[src/rtl/locus_pkg.sv]
// Shared types and constants for the colour locus finder: RGB333 field layout,
// channel indices, FSM encoding and the per-channel pixel cost function.
package locus_pkg;

  localparam int PIX_W   = 9;
  localparam int FIELD_W = 3;
  localparam int R_LSB   = 6;
  localparam int G_LSB   = 3;
  localparam int B_LSB   = 0;
  localparam int COST_W  = 4;

  localparam int CH_R = 0;
  localparam int CH_G = 1;
  localparam int CH_B = 2;
  localparam int NCH  = 3;

  typedef enum logic [2:0] {
    ST_IDLE,
    ST_FETCH,
    ST_DRAIN,
    ST_COMPARE,
    ST_DONE
  } state_t;

  // max(0, 2*c - o1 - o2); the 6-bit signed range covers -14..14.
  function automatic logic [COST_W-1:0] chan_cost(input logic [FIELD_W-1:0] c,
                                                  input logic [FIELD_W-1:0] o1,
                                                  input logic [FIELD_W-1:0] o2);
    logic signed [5:0] d;
    d = $signed({2'b00, c, 1'b0}) - $signed({3'b000, o1}) - $signed({3'b000, o2});
    return d[5] ? '0 : d[COST_W-1:0];
  endfunction

endpackage

[src/rtl/color_locus_finder_if.sv]
// Frame buffer read port: address/request out of the finder, pixel data back in.
interface color_locus_finder_if;
  logic       mem_request;
  logic [8:0] mem_hcount;
  logic [8:0] mem_vcount;
  logic [8:0] mem_pixel_data;

  modport master (
    output mem_request,
    output mem_hcount,
    output mem_vcount,
    input  mem_pixel_data
  );

  modport slave (
    input  mem_request,
    input  mem_hcount,
    input  mem_vcount,
    output mem_pixel_data
  );
endinterface

[src/rtl/rgb333_cost.sv]
// Combinational per-channel cost for one RGB333 pixel.
module rgb333_cost
  import locus_pkg::*;
(
  input  logic [PIX_W-1:0]  i_pixel,
  output logic [COST_W-1:0] o_cost_r,
  output logic [COST_W-1:0] o_cost_g,
  output logic [COST_W-1:0] o_cost_b
);

  logic [FIELD_W-1:0] w_r;
  logic [FIELD_W-1:0] w_g;
  logic [FIELD_W-1:0] w_b;

  assign w_r = i_pixel[R_LSB +: FIELD_W];
  assign w_g = i_pixel[G_LSB +: FIELD_W];
  assign w_b = i_pixel[B_LSB +: FIELD_W];

  assign o_cost_r = chan_cost(w_r, w_g, w_b);
  assign o_cost_g = chan_cost(w_g, w_r, w_b);
  assign o_cost_b = chan_cost(w_b, w_r, w_g);

endmodule

[src/rtl/color_locus_finder.sv]
// Block-raster scan of a frame buffer reporting, per colour channel, the centre of
// the highest-scoring block. Optional score outputs under COLOR_LOCUS_SCORE_OUT_EN.
//
// state      | meaning
// IDLE       | waiting for start; results held
// FETCH      | issuing BLK*BLK pixel reads for current block
// DRAIN      | MEM_LATENCY cycles for in-flight data to land
// COMPARE    | update per-channel bests, advance block index
// DONE       | one-cycle done pulse; results loaded on entry
module color_locus_finder
  import locus_pkg::*;
#(
  parameter int FRAME_W     = 240,
  parameter int FRAME_H     = 240,
  parameter int BLK_LOG2    = 2,
  parameter int MEM_LATENCY = 2,
  localparam int ACC_W      = 4 + 2 * BLK_LOG2
) (
  input  logic                 clk,
  input  logic                 reset,
  input  logic                 i_start,
  input  logic [ACC_W-1:0]     i_min_score,
  color_locus_finder_if.master mem,
  output logic                 o_busy,
  output logic                 o_done,
  output logic [8:0]           o_red_x,
  output logic [8:0]           o_red_y,
  output logic [8:0]           o_green_x,
  output logic [8:0]           o_green_y,
  output logic [8:0]           o_blue_x,
  output logic [8:0]           o_blue_y,
  output logic                 o_red_found,
  output logic                 o_green_found,
  output logic                 o_blue_found
`ifdef COLOR_LOCUS_SCORE_OUT_EN
  ,
  output logic [ACC_W-1:0]     o_red_score,
  output logic [ACC_W-1:0]     o_green_score,
  output logic [ACC_W-1:0]     o_blue_score
`endif
);

  localparam int BLK   = 1 << BLK_LOG2;
  localparam int NBX   = FRAME_W >> BLK_LOG2;
  localparam int NBY   = FRAME_H >> BLK_LOG2;
  localparam int TMR_W = 16;

  localparam logic [TMR_W-1:0] PIX_LAST = TMR_W'(BLK * BLK - 1);
  localparam logic [TMR_W-1:0] LAT_LAST = TMR_W'(MEM_LATENCY - 1);
  localparam logic [TMR_W-1:0] TMR_ONE  = TMR_W'(1);
  localparam logic [TMR_W-1:0] TMR_MASK = TMR_W'(BLK - 1);
  localparam logic [8:0]       BX_LAST  = 9'(NBX - 1);
  localparam logic [8:0]       BY_LAST  = 9'(NBY - 1);
  localparam logic [8:0]       HALF     = 9'(BLK / 2);

  state_t                 r_state;
  logic [TMR_W-1:0]       r_tmr;
  logic [8:0]             r_bx;
  logic [8:0]             r_by;
  logic                   r_req;
  logic [8:0]             r_hc;
  logic [8:0]             r_vc;
  logic                   r_busy;
  logic                   r_done;
  logic [MEM_LATENCY-1:0] r_vld;

  logic [ACC_W-1:0] r_acc     [NCH];
  logic [ACC_W-1:0] r_best    [NCH];
  logic [8:0]       r_best_bx [NCH];
  logic [8:0]       r_best_by [NCH];
  logic [8:0]       r_x       [NCH];
  logic [8:0]       r_y       [NCH];
  logic             r_found   [NCH];
`ifdef COLOR_LOCUS_SCORE_OUT_EN
  logic [ACC_W-1:0] r_score   [NCH];
`endif

  logic [COST_W-1:0] w_cost     [NCH];
  logic [ACC_W-1:0]  w_best_nxt [NCH];
  logic [8:0]        w_bbx_nxt  [NCH];
  logic [8:0]        w_bby_nxt  [NCH];
  logic [TMR_W-1:0]  w_pix_nxt;
  logic [8:0]        w_i;
  logic [8:0]        w_j;
  logic [8:0]        w_bx_nxt;
  logic [8:0]        w_by_nxt;
  logic              w_blk_last;
  logic              w_tag;

  rgb333_cost u_cost (
    .i_pixel  (mem.mem_pixel_data),
    .o_cost_r (w_cost[CH_R]),
    .o_cost_g (w_cost[CH_G]),
    .o_cost_b (w_cost[CH_B])
  );

  // Address of the pixel following the one currently on the bus.
  assign w_pix_nxt = PIX_LAST - r_tmr + TMR_ONE;
  assign w_i       = 9'(w_pix_nxt & TMR_MASK);
  assign w_j       = 9'((w_pix_nxt >> BLK_LOG2) & TMR_MASK);

  assign w_blk_last = (r_bx == BX_LAST) && (r_by == BY_LAST);
  assign w_bx_nxt   = (r_bx == BX_LAST) ? 9'd0 : r_bx + 9'd1;
  assign w_by_nxt   = (r_bx == BX_LAST) ? r_by + 9'd1 : r_by;
  assign w_tag      = r_vld[MEM_LATENCY-1];

  always_comb begin
    for (int c = 0; c < NCH; c++) begin
      w_best_nxt[c] = r_best[c];
      w_bbx_nxt[c]  = r_best_bx[c];
      w_bby_nxt[c]  = r_best_by[c];
      if (r_acc[c] > r_best[c]) begin
        w_best_nxt[c] = r_acc[c];
        w_bbx_nxt[c]  = r_bx;
        w_bby_nxt[c]  = r_by;
      end
    end
  end

  // Returning data is tagged by a delayed copy of the request.
  always_ff @(posedge clk) begin
    if (reset) begin
      r_vld <= '0;
      for (int c = 0; c < NCH; c++) r_acc[c] <= '0;
    end else begin
      r_vld <= (r_vld << 1) | MEM_LATENCY'(r_req);
      for (int c = 0; c < NCH; c++) begin
        if (r_state == ST_COMPARE) r_acc[c] <= '0;
        else if (w_tag)            r_acc[c] <= r_acc[c] + ACC_W'(w_cost[c]);
      end
    end
  end

  always_ff @(posedge clk) begin
    if (reset) begin
      r_state <= ST_IDLE;
      r_tmr   <= '0;
      r_bx    <= '0;
      r_by    <= '0;
      r_req   <= 1'b0;
      r_hc    <= '0;
      r_vc    <= '0;
      r_busy  <= 1'b0;
      r_done  <= 1'b0;
      for (int c = 0; c < NCH; c++) begin
        r_best[c]    <= '0;
        r_best_bx[c] <= '0;
        r_best_by[c] <= '0;
        r_x[c]       <= '0;
        r_y[c]       <= '0;
        r_found[c]   <= 1'b0;
`ifdef COLOR_LOCUS_SCORE_OUT_EN
        r_score[c]   <= '0;
`endif
      end
    end else begin
      r_done <= 1'b0;
      case (r_state)
        ST_IDLE: begin
          if (i_start) begin
            r_state <= ST_FETCH;
            r_busy  <= 1'b1;
            r_req   <= 1'b1;
            r_tmr   <= PIX_LAST;
            r_bx    <= '0;
            r_by    <= '0;
            r_hc    <= '0;
            r_vc    <= '0;
            for (int c = 0; c < NCH; c++) begin
              r_best[c]    <= '0;
              r_best_bx[c] <= '0;
              r_best_by[c] <= '0;
            end
          end
        end
        ST_FETCH: begin
          if (r_tmr == '0) begin
            r_state <= ST_DRAIN;
            r_req   <= 1'b0;
            r_tmr   <= LAT_LAST;
          end else begin
            r_tmr <= r_tmr - TMR_ONE;
            r_hc  <= (r_bx << BLK_LOG2) + w_i;
            r_vc  <= (r_by << BLK_LOG2) + w_j;
          end
        end
        ST_DRAIN: begin
          if (r_tmr == '0) r_state <= ST_COMPARE;
          else             r_tmr   <= r_tmr - TMR_ONE;
        end
        ST_COMPARE: begin
          for (int c = 0; c < NCH; c++) begin
            r_best[c]    <= w_best_nxt[c];
            r_best_bx[c] <= w_bbx_nxt[c];
            r_best_by[c] <= w_bby_nxt[c];
          end
          if (w_blk_last) begin
            // Results come from the post-compare bests so the last block counts.
            r_state <= ST_DONE;
            r_done  <= 1'b1;
            r_busy  <= 1'b0;
            for (int c = 0; c < NCH; c++) begin
              r_x[c]     <= (w_bbx_nxt[c] << BLK_LOG2) + HALF;
              r_y[c]     <= (w_bby_nxt[c] << BLK_LOG2) + HALF;
              r_found[c] <= (w_best_nxt[c] >= i_min_score);
`ifdef COLOR_LOCUS_SCORE_OUT_EN
              r_score[c] <= w_best_nxt[c];
`endif
            end
          end else begin
            r_state <= ST_FETCH;
            r_req   <= 1'b1;
            r_tmr   <= PIX_LAST;
            r_bx    <= w_bx_nxt;
            r_by    <= w_by_nxt;
            r_hc    <= w_bx_nxt << BLK_LOG2;
            r_vc    <= w_by_nxt << BLK_LOG2;
          end
        end
        ST_DONE: r_state <= ST_IDLE;
        default: r_state <= ST_IDLE;
      endcase
    end
  end

  assign mem.mem_request = r_req;
  assign mem.mem_hcount  = r_hc;
  assign mem.mem_vcount  = r_vc;

  assign o_busy        = r_busy;
  assign o_done        = r_done;
  assign o_red_x       = r_x[CH_R];
  assign o_red_y       = r_y[CH_R];
  assign o_green_x     = r_x[CH_G];
  assign o_green_y     = r_y[CH_G];
  assign o_blue_x      = r_x[CH_B];
  assign o_blue_y      = r_y[CH_B];
  assign o_red_found   = r_found[CH_R];
  assign o_green_found = r_found[CH_G];
  assign o_blue_found  = r_found[CH_B];
`ifdef COLOR_LOCUS_SCORE_OUT_EN
  assign o_red_score   = r_score[CH_R];
  assign o_green_score = r_score[CH_G];
  assign o_blue_score  = r_score[CH_B];
`endif

endmodule

[src/flat_wrapper.sv]
// flat-port wrapper written by rule: the top's interface ports become plain ports
module color_locus_finder_flat import locus_pkg::*;
#(
  parameter int FRAME_W     = 240,
  parameter int FRAME_H     = 240,
  parameter int BLK_LOG2    = 2,
  parameter int MEM_LATENCY = 2,
  localparam int ACC_W      = 4 + 2 * BLK_LOG2
)
  (clk, reset, i_start, i_min_score, o_busy, o_done, o_red_x, o_red_y, o_green_x, o_green_y, o_blue_x, o_blue_y, o_red_found, o_green_found, o_blue_found, mem_mem_request, mem_mem_hcount, mem_mem_vcount, mem_mem_pixel_data);
  color_locus_finder_if mem_i ();
  input  logic clk;
  input  logic reset;
  input  logic i_start;
  input  logic [ACC_W-1:0] i_min_score;
  output logic o_busy;
  output logic o_done;
  output logic [8:0] o_red_x;
  output logic [8:0] o_red_y;
  output logic [8:0] o_green_x;
  output logic [8:0] o_green_y;
  output logic [8:0] o_blue_x;
  output logic [8:0] o_blue_y;
  output logic o_red_found;
  output logic o_green_found;
  output logic o_blue_found;
  output wire logic [$bits(mem_i.mem_request)-1:0] mem_mem_request;
  output wire logic [$bits(mem_i.mem_hcount)-1:0] mem_mem_hcount;
  output wire logic [$bits(mem_i.mem_vcount)-1:0] mem_mem_vcount;
  input wire logic [$bits(mem_i.mem_pixel_data)-1:0] mem_mem_pixel_data;
  assign mem_mem_request = mem_i.mem_request;
  assign mem_mem_hcount = mem_i.mem_hcount;
  assign mem_mem_vcount = mem_i.mem_vcount;
  assign mem_i.mem_pixel_data = mem_mem_pixel_data;
  color_locus_finder #(.FRAME_W(FRAME_W), .FRAME_H(FRAME_H), .BLK_LOG2(BLK_LOG2), .MEM_LATENCY(MEM_LATENCY)) u_core (.clk(clk), .reset(reset), .i_start(i_start), .i_min_score(i_min_score), .mem(mem_i), .o_busy(o_busy), .o_done(o_done), .o_red_x(o_red_x), .o_red_y(o_red_y), .o_green_x(o_green_x), .o_green_y(o_green_y), .o_blue_x(o_blue_x), .o_blue_y(o_blue_y), .o_red_found(o_red_found), .o_green_found(o_green_found), .o_blue_found(o_blue_found));
endmodule
[config.mk]
export PLATFORM = sky130hd
export DESIGN_NAME = color_locus_finder_flat
export DESIGN_NICKNAME = d
export VERILOG_FILES = /design/src/rtl/locus_pkg.sv /design/src/rtl/color_locus_finder_if.sv /design/src/rtl/rgb333_cost.sv /design/src/rtl/color_locus_finder.sv /design/src/flat_wrapper.sv
export SDC_FILE = /design/constraint.sdc
export NUM_CORES = 1
export LEC_CHECK = 0
export BUFFER_PORTS_ARGS = -buffer_cell sky130_fd_sc_hd__clkbuf_2
export CAP_MARGIN = 25
export CORE_MARGIN = 1
export CORE_UTILIZATION = 45
export CTS_CLUSTER_DIAMETER = 60
export CTS_CLUSTER_SIZE = 40
export DETAILED_ROUTE_END_ITERATION = 6
export PLACE_DENSITY = 0.71
export RECOVER_POWER = 100
export SLEW_MARGIN = 10
export SYNTH_ARGS = -nofsm -noshare
export SYNTH_HDL_FRONTEND = slang
export SYNTH_SLANG_ARGS = --single-unit
[constraint.sdc]
create_clock -name clk -period 8.34 [get_ports clk]
set_input_delay 0.417 -clock clk [delete_from_list [all_inputs] [get_ports clk]]
set_output_delay 0.417 -clock clk [all_outputs]
set_load 0.01 [all_outputs]
==> run summary, run 1 <==
leak pwr: 4.708 nW
area leader, netlist: edfxtp_1
Site Rows: 56
global-route usage over all layers: 0.1955
Final min period: 5.279 ns
fill cell count: 2216
initial antenna violation count: 1
layout cell share with drive strength beyond 1: 0.07801
post-synthesis mux area share: 0.05721
Final ANT Viol Nets: 0
Num CTS Buffers: 17
TritonCTS Sinks: 196
HPWL after DPL: 16370 um
IO Pins: 98
RSZ-0062 raised after global routing: no
Max VDD drop: 0.1412 mV
Mean Syn Cell Area: 10.38 um^2
Layout Area Growth over Synthesis: 9.681%
relative slew slack: -0.6308
fin nets: 1223
vias in the first global route: 7405
compound-gate portion of the synthesized area: 0.09521
Bufs on Longest Clock Path: 2
clk_lat worst skew: 0.44 ns
Syn. warnings: 0
FMAX: 0.1894 GHz
WL/cell: 16.10 um
ys async rst share: 0
fin crit share: 0.6330
violations in the final reports: capacitance limit, slew limit
Post-CTS Hold Fix Bufs: 0
Post CTS Setup Buffer Count: 0
largest family of logic cells by synthesized area: simple AND/OR/NAND/NOR gates
via/cell ratio: 5.385
number of synthesized flops with an enable pin: 136
Seq/Total Area, Yosys: 0.4834
Max Slew Vio Count: 184
crit path cell chain: nand3b_1, nor3_1, and2_0, or2_0, clkbuf_1
Die Width: 157.9 um
slowest stage cell, crit path: clkbuf_1
die footprint: 0.02493 mm^2
crit path max fanout: 29
Synth Area in Adders: 0.1076
status: finished, violations left
Post-Syn Area: 0.01093 mm^2
CP Class: register to register
Initial Util: 0.4617
biggest cell delay along the critical path: 1.18 ns
Worst Tran Pin Value: 2.446 ns
post-CTS sizing: 0
Setup violations, final: 0
Iter 0 DRT Violations: 520
DRC viols: 0
Critical Path RT: 8.38 ns
number of synthesized register bits: 196
Clock Skew: 0.01915 ns
Max Cap Viol: 5
simple-gate share of the synthesized area: 0.1793
final hold slack: 0.3867 ns
clk root buf: clkbuf_16
setup TNS: 0 ns
via count: 7798
largest net degree at the start of global routing: 67
Fin. Hold Viols: 0
die height: 157.9 um
# H-tree levels: 4
GPL Wtd Cong: 0.8271
ys flop type: edfxtp_1
fin area: 0.01199 mm^2
CTS tree: done
grt ovf: 0
first-pass GRT wire length: 37830 um
startpoint types: register
share of the synthesized area in the top cell type: 0.3735
top cells by area, synth: edfxtp_1 (37%), dfxtp_1 (11%), ha_1 (8.9%)
Hold/Removal Path Class: input port to register
Reg clk slew, reported paths: 0.08 ns
PortBufs: 91
WP data arrival: 5.32 ns
critical path endpoint category: register
Total Wirelength: 23320 um
Initial DRT Pass Iterations: 5
Mapped Cells: 1053
xor-xnor portion of the synthesized cell area: 0.03124
dpl cell area: 0.01159 mm^2
distinct cell type count after synthesis: 66
Core ar.: 0.02368 mm^2
power per cell area: 208.4 mW/mm^2
per-layer routing:
layer	vias to the layer above	global-route usage	routed length [um]
met1	3694	0.2722	10850
met4	0	0.05409	288
met5	-	0	0
li1	3855	-	-
met2	227	0.3098	10670
met3	22	0.03641	1505
layout make-up:
cell class	instances	area, um^2	share of cell area
diodes	1	2.502	0.0002087
well taps	319	399.1	0.03328
inverters	53	198.9	0.01659
repair buffers	100	415.4	0.03464
multi-input cells	748	5130	0.4277
flip-flops and latches	196	5285	0.4407
clock inverters	13	132.6	0.01106
clock buffers	18	429.2	0.03578
report_power, final:
| group | total [mW] | leakage (nW) | internal (mW) | switching [mW] |
|---|---|---|---|---|
| Clock | 0.790 | 0.274 | 0.397 | 0.392 |
| Combinational | 0.545 | 2.54 | 0.225 | 0.320 |
| Sequential | 1.17 | 1.89 | 1.11 | 0.0515 |
| Total | 2.50 | 4.71 | 1.74 | 0.763 |
metrics by stage:
stage	cells	power (mW)	utilization	worst slack (ns)
floorplan	1058	1.606	-	4.609
global placement	1415	1.727	0.4887	4.297
detailed placement	1416	1.741	0.4896	4.229
CTS	1447	2.531	0.5133	4.669
global route	1447	2.633	0.5063	2.769
finish	1448	2.500	0.5064	3.061
synthesized netlist by cell type, types with 19 or more instances:
master and count:
mux2_2 20, mux2i_1 40, o21ai_0 42, and2_1 27
clkbuf_1 28, a21o_1 24, nand3_1 28, nor2b_1 20
ha_1 78, buf_2 19, dfxtp_1 60, a21oi_1 58
and3_1 20, inv_1 52, edfxtp_1 136, nor2_1 161
nand2_1 35, nor3_1 31, xnor2_1 25
path summary, 6_finish.rpt:
path                                  startpoint                                  to  slack [ns]  depth (start not counted)
setup reg to reg  u_core.r_state[1]$_SDFFE_PP0P_  u_core.r_found[0][1]$_SDFFCE_PN0P_        3.06                          5
hold reg to reg       u_core.o_busy$_SDFFE_PP0P_          u_core.o_busy$_SDFFE_PP0P_        0.46                          2
setup / recovery  u_core.r_state[1]$_SDFFE_PP0P_  u_core.r_found[0][1]$_SDFFCE_PN0P_        3.06                          5
hold / removal                           i_start      u_core.r_state[2]$_SDFFE_PP0P_        0.39                          3
registers in the layout, summed over array words and instances (netlist names), 9 cells and up:
| signal | count |
|---|---|
| u_core.r_by | 9 |
| u_core.r_y | 21 |
| u_core.r_x | 22 |
| u_core.r_bx | 9 |
| u_core.r_best | 24 |
| u_core.r_acc | 24 |
| u_core.mem.mem_vcount | 9 |
| u_core.r_best_by | 21 |
| u_core.r_tmr | 16 |
| u_core.r_best_bx | 21 |
| u_core.mem.mem_hcount | 9 |
critical path, delay by kind of cell (launching register included):
family | cells | cell delay (ns)
simple gates | 4 | 2.99
buf+inv | 1 | 1.18
flops | 1 | 0.67
kinds of logic after synthesis:
kind of cell / count (synthesis)
AND/OR/NAND/NOR: 386
flip-flops: 196
AO/OA/AOI/OAI: 168
buffers and inverters: 114
adder cells (fa/ha/maj): 89
multiplexers: 60
XOR/XNOR: 39
other: 1
placed cells by master (no fill, tap or decap), types with 10 or more instances in the layout:
cell and instances:
nor2_1 160, edfxtp_1 136, clkbuf_1 79, ha_1 78, dfxtp_1 60, a21oi_1 59
inv_1 52, o21ai_0 45, mux2i_1 40, nand2_1 34, nor3_1 32, nand3_1 28
xnor2_1 25, a21o_1 24, nor2b_1 20, mux2_2 20, and3_1 20, clkbuf_16 17
clkbuf_2 17, and2_0 15, xor2_1 14, nand2b_1 13, and2_1 12, a311oi_1 10
No activity file was read; power rests on OpenSTA's default activity.
==> run 2, diff against run 1 <==
Settings changed: ABC_AREA set to 1.
Clock period 8.34 ns to 5.3 ns, I/O delays scaled along.
==> run summary, run 2 <==
violations in the final reports: capacitance limit, slew limit
via/cell ratio: 5.112 (-5.1%)
Initial DRT Pass Iterations: 5 (unchanged)
Mean Syn Cell Area: 8.056 um^2 (-22%)
Clock Skew: 0.01892 ns (-0.0002365 ns)
Mapped Cells: 1435 (+36%)
Reg clk slew, reported paths: 0.08 ns (about the same)
CP Class: register to register
top cells by area, synth: edfxtp_1 (35%), dfxtp_1 (10%), nand2_1 (8.9%)
Worst Tran Pin Value: 2.121 ns (-0.3253 ns)
IO Pins: 98 (unchanged)
Die Width: 162.3 um (+2.8%)
Hold/Removal Path Class: input port to register
distinct cell type count after synthesis: 39 (-41%)
fin worst setup slack: 1.024 ns (-2.037 ns)
Post-Syn Area: 0.01156 mm^2 (+5.7%)
DRC viols: 0 (unchanged)
largest net degree at the start of global routing: 40 (-40%)
ys async rst share: 0 (unchanged)
Switching Share: 0.4138 (+0.1083)
sw power: 2.408 mW (+220%)
top-count cell post-synth: nand2_1
area leader, netlist: edfxtp_1
share of the synthesized area in the top cell type: 0.3533 (-0.02021)
Core ar.: 0.02518 mm^2 (+6.3%)
leak pwr: 5.973 nW (+27%)
Max VDD drop: 0.2190 mV (+55%)
Seq/Total Area, Yosys: 0.4572 (-0.02616)
# H-tree levels: 4 (unchanged)
crit path max fanout: 18 (-38%)
Iter 0 DRT Violations: 768 (+48%)
Initial Util: 0.4591 (-0.002639)
RSZ-0062 raised after global routing: no
vias in the first global route: 8847 (+19%)
status: finished, violations left
Post-CTS Hold Fix Bufs: 0 (unchanged)
global-route usage over all layers: 0.2045 (+0.009022)
Num CTS Buffers: 17 (unchanged)
most common cell after layout, fill and taps aside: nand2_1
relative slew slack: -0.4248 (+0.2060)
WP data arrival: 4.49 ns (-0.83 ns)
Post CTS Setup Buffer Count: 0 (unchanged)
die height: 162.3 um (+2.8%)
PortBufs: 91 (unchanged)
P_int: 3.412 mW (+97%)
Site Rows: 58 (+3.6%)
Bufs on Longest Clock Path: 2 (unchanged)
critical path endpoint category: register
setup TNS: 0 ns (unchanged)
initial antenna violation count: 0 (-1)
die footprint: 0.02633 mm^2 (+5.6%)
Critical Path RT: 5.51 ns (-2.87 ns)
power per cell area: 458.4 mW/mm^2 (+120%)
Setup violations, final: 0 (unchanged)
GPL Wtd Cong: 0.9130 (+10%)
first-pass GRT wire length: 42900 um (+13%)
post-CTS sizing: 0 (unchanged)
layout cell share with drive strength beyond 1: 0.03960 (-0.03841)
sequential power share: 0.365 (-0.101)
Antenna diodes: 0 (-1)
Regs by FF count: u_core.r_acc x24, u_core.r_best x24, u_core.r_x x22
startpoint types: register
Total Wirelength: 26300 um (+13%)
Final ANT Viol Nets: 0 (unchanged)
grt ovf: 0 (unchanged)
HPWL after DPL: 18960 um (+16%)
Logic pwr share: 0.399 (+0.181)
via count: 9431 (+21%)
worst slack at placement: 1.411 ns (-2.818 ns)
Fin. Hold Viols: 0 (unchanged)
fin crit share: 0.8068 (+0.1738)
ys flop type: edfxtp_1
Max Cap Viol: 1 (-4)
Post-synth top cells: nand2_1 (274), inv_1 (264), nor2_1 (176), edfxtp_1 (136), nand3_1 (126)
commonest cells after routing, fill and taps aside: nand2_1 (277), inv_1 (266), nor2_1 (179), edfxtp_1 (136), nand3_1 (128)
clk_lat worst skew: 0.45 ns (about the same)
Syn. warnings: 0 (unchanged)
clk root buf: clkbuf_16
number of synthesized flops with an enable pin: 136 (unchanged)
CTS tree: done
number of synthesized register bits: 196 (unchanged)
Layout Area Growth over Synthesis: 9.849%
fin nets: 1609 (+32%)
Final min period: 4.276 ns (-1.003 ns)
fill cell count: 2413 (+8.9%)
WL/cell: 14.25 um (-11%)
FMAX: 0.2339 GHz (+23%)
TritonCTS Sinks: 196 (unchanged)
final hold slack: 0.2574 ns (-0.1293 ns)
Clk pwr share: 0.236 (-0.080)
Max Slew Vio Count: 20 (-89%)
run 2: power groups by stage:
stage               Combinational, mW  Sequential, mW  Clock [mW]
floorplan                        1.73            2.16           0
global placement                 2.23            2.15           0
detailed placement               2.29            2.16           0
CTS                              2.33            2.13        1.39
global route                     2.67            2.16        1.45
finish                           2.32            2.13        1.37
run 2: worst paths after layout:
kind,endpoint,slack (ns),cells past startpoint,from
min,u_core.r_state[1]$_SDFFE_PP0P_,0.26,4,i_start
min reg2reg,u_core.r_vld[1]$_SDFF_PP0_,0.42,2,u_core.r_vld[0]$_SDFF_PP0_
max,u_core.r_found[0][2]$_SDFFCE_PN0P_,1.02,16,u_core.r_acc[2][5]$_SDFFCE_PN0P_
max reg2reg,u_core.r_found[0][2]$_SDFFCE_PN0P_,1.02,16,u_core.r_acc[2][5]$_SDFFCE_PN0P_
run 2: per-layer routing:
| layer | up-vias | wire length, um | track usage |
|---|---|---|---|
| li1 | 4765 | - | - |
| met1 | 4344 | 12150 | 0.2746 |
| met2 | 284 | 12130 | 0.3341 |
| met3 | 38 | 1527 | 0.03550 |
| met4 | 0 | 488 | 0.06518 |
| met5 | - | 0 | 0 |
run 2: kinds of logic after synthesis:
logic type | after synthesis | share of synthesized area
AND/OR/NAND/NOR | 622 | 0.2278
buffers and inverters | 327 | 0.1165
flip-flops | 196 | 0.4572
AO/OA/AOI/OAI | 182 | 0.08302
adder cells (fa/ha/maj) | 87 | 0.1000
XOR/XNOR | 20 | 0.01515
other | 1 | 0.0003244
run 2: area by class of cell:
| cell class | count | area (um^2) | share of cell area |
|---|---|---|---|
| repair buffers | 99 | 456.7 | 0.03596 |
| flip-flops and latches | 196 | 5285 | 0.4162 |
| inverters | 271 | 1017 | 0.08011 |
| clock inverters | 15 | 212.7 | 0.01675 |
| well taps | 330 | 412.9 | 0.03252 |
| clock buffers | 17 | 425.4 | 0.03350 |
| multi-input cells | 917 | 4888 | 0.3850 |
run 2: through the flow:
step / utilization / cells / total power [mW] / cell area, um^2
4_1_cts: 0.5096 / 1843 / 5.844 / 12830
3_3_place_gp: 0.4827 / 1809 / 4.386 / 12160
2_1_floorplan: - / 1440 / 3.893 / 11580
5_1_grt: 0.5043 / 1845 / 6.283 / 12700
3_5_place_dp: 0.4843 / 1811 / 4.450 / 12200
6_report: 0.5043 / 1845 / 5.820 / 12700
run 2: worst max-delay path, stage by stage, from the launching register on:
cell and delay, ns:
edfxtp_1 0.48, ha_1 0.35, nand2_1 0.06, nor2_1 0.16, nand4_1 0.45, nand2_1 0.58
clkbuf_1 0.64, nand2_1 0.08, o21ai_0 0.16, inv_1 0.12, ha_1 0.34, a21oi_1 0.16
o21ai_0 0.10, nand2_1 0.08, o2111ai_1 0.14, nand2_1 0.09, inv_1 0.04
==> run 3, diff against run 2 <==
Settings changed: PLACE_DENSITY 0.71 to 0.73.
Clock period 5.3 ns to 3.9 ns, I/O delays scaled along.
==> run summary, run 3 (same netlist as run 2, synthesis figures left out) <==
Final min period: 3.417 ns (-0.8591 ns)
reg2reg setup slack: 0.48 ns (-0.54 ns)
DRC viols: 0 (unchanged)
Hold/Removal Path Class: input port to register
FMAX: 0.2926 GHz (+25%)
dpl cell area: 0.01227 mm^2 (+0.64%)
layout cell share with drive strength beyond 1: 0.04262 (+0.003019)
HPWL after DPL: 19290 um (+1.8%)
Initial DRT Pass Iterations: 5 (unchanged)
Layout Area Growth over Synthesis: 9.947% (about the same)
Core ar.: 0.02518 mm^2 (unchanged)
Critical Path RT: 4.04 ns (-1.47 ns)
fin area: 0.01271 mm^2 (about the same)
hold endpoint: u_core.o_busy$_SDFFE_PP0P_
grt ovf: 0 (unchanged)
RSZ-0062 raised after global routing: no
clk root buf: clkbuf_16
final hold slack: 0.1960 ns (-0.06143 ns)
Setup violations, final: 0 (unchanged)
initial antenna violation count: 0 (unchanged)
leak pwr: 5.991 nW (+0.31%)
multi-input logic area: 0.004896 mm^2 (+0.15%)
Antenna diodes: 0 (unchanged)
# H-tree levels: 4 (unchanged)
TritonCTS Sinks: 196 (unchanged)
fill cell count: 2380 (-1.4%)
PortBufs: 91 (unchanged)
GPL Wtd Cong: 0.8462 (-7.3%)
launch point of the worst reg-to-reg path: u_core.r_bx[1]$_SDFFE_PP0P_
WP data arrival: 3.56 ns (-0.93 ns)
Max VDD drop: 0.3245 mV (+48%)
Reg2Reg Capture Point: u_core.r_found[0][2]$_SDFFCE_PN0P_
startpoint types: register
commonest cells after routing, fill and taps aside: nand2_1 (276), inv_1 (266), nor2_1 (179), edfxtp_1 (136), nand3_1 (128)
via/cell ratio: 5.102 (-0.18%)
Fin. Hold Viols: 0 (unchanged)
IO Pins: 98 (unchanged)
die footprint: 0.02633 mm^2 (unchanged)
Final ANT Viol Nets: 0 (unchanged)
largest net degree at the start of global routing: 40 (unchanged)
CP Class: register to register
vias in the first global route: 8957 (+1.2%)
status: finished, violations left
Clock Skew: 0.01097 ns (-0.007952 ns)
crit path max fanout: 30 (+12)
Num CTS Buffers: 17 (unchanged)
Post CTS Setup Buffer Count: 0 (unchanged)
first-pass GRT wire length: 43260 um (+0.84%)
clk_lat worst skew: 0.44 ns (about the same)
power per cell area: 616.4 mW/mm^2 (+34%)
fin crit share: 0.8762 (+0.06936)
post-CTS sizing: 0 (unchanged)
most common cell after layout, fill and taps aside: nand2_1
violations in the final reports: capacitance limit, slew limit
setup TNS: 0 ns (unchanged)
Bufs on Longest Clock Path: 2 (unchanged)
Worst Tran Pin Value: 1.544 ns (-0.5773 ns)
die height: 162.3 um (unchanged)
Max Cap Viol: 1 (unchanged)
Site Rows: 58 (unchanged)
critical path endpoint category: register
min-delay src: i_start
Regs by FF count: u_core.r_acc x24, u_core.r_best x24, u_core.r_x x22
Die Width: 162.3 um (unchanged)
Reg2Reg Depth: 8 (-8)
Worst Hold Path Cells: 5 (+1)
Initial Util: 0.4591 (unchanged)
Total Wirelength: 26180 um (-0.44%)
Max Slew Vio Count: 29 (+45%)
Post-CTS Hold Fix Bufs: 0 (unchanged)
global-route usage over all layers: 0.2054 (+0.0009421)
Reg clk slew, reported paths: 0.08 ns (about the same)
CTS tree: done
via count: 9465 (+0.36%)
Iter 0 DRT Violations: 848 (+10%)
register area: 0.005285 mm^2 (unchanged)
WL/cell: 14.11 um (-0.97%)
relative slew slack: -0.02907 (+0.3957)
fin nets: 1619 (+0.62%)
==> run 3: cell types whose count changed in the layout (fill, tap and decap cells not counted), sizes merged <==
cell,delta
buf,+4
clkinvlp,+1
inv,-2
clkinv,+2
bufinv,-1
clkbuf,+6
==> run 3: per-stage QoR <==
stage | utilization | setup slack, ns | power [mW] | cells
after global placement | 0.4866 | 0.6005 | 5.993 | 1822
after detailed placement | 0.4874 | 0.4732 | 6.105 | 1823
after floorplan | - | 0.9559 | 5.290 | 1440
after CTS | 0.5120 | 0.6260 | 7.910 | 1855
after global routing | 0.5047 | 0.1836 | 8.449 | 1855
final | 0.5047 | 0.4829 | 7.834 | 1855
==> run 3: how the worst max path moves through the flow <==
stage	startpoint	endpoint	cells past startpoint
2_1_floorplan	mem_mem_pixel_data[3]	u_core.r_acc[1][6]$_SDFFCE_PN0P_	18
3_5_place_dp	mem_mem_pixel_data[3]	u_core.r_acc[1][6]$_SDFFCE_PN0P_	19
3_3_place_gp	mem_mem_pixel_data[3]	u_core.r_acc[1][6]$_SDFFCE_PN0P_	19
5_1_grt	u_core.r_acc[1][5]$_SDFFCE_PN0P_	u_core.r_found[0][1]$_SDFFCE_PN0P_	16
4_1_cts	u_core.r_acc[1][1]$_SDFFCE_PN0P_	u_core.r_found[0][1]$_SDFFCE_PN0P_	16
6_report	u_core.r_bx[1]$_SDFFE_PP0P_	u_core.r_found[0][2]$_SDFFCE_PN0P_	8
==> run 3: power breakdown <==
group	total, mW	switching [mW]	internal, mW
logic	3.13	2.13	1.00
clock network	1.80	0.918	0.883
registers	2.90	0.227	2.67
==> run 3: critical path, stage by stage (launching register included) <==
cell	delay (ns)
dfxtp_1	0.40
ha_1	0.29
inv_1	0.07
nor2_1	0.09
nand2_1	0.08
nor2_1	0.63
nand3_1	0.48
nand2_1	0.77
buf_12	0.28
==> run 3: metal layers <==
layer	vias up	wire, um	global-route usage
met5	-	0	0
met4	0	444	0.05918
met3	33	1503	0.03013
met2	282	12330	0.3467
met1	4370	11900	0.2724
li1	4780	-	-
==> run 3: final cells by class <==
cell class	instances	share of cell area
Multi-Input combinational cell	917	0.3852
Clock buffer	17	0.03347
Clock inverter	15	0.01536
Sequential cell	196	0.4158
Inverter	271	0.08004
Tap cell	330	0.03249
Timing Repair Buffer	109	0.03761
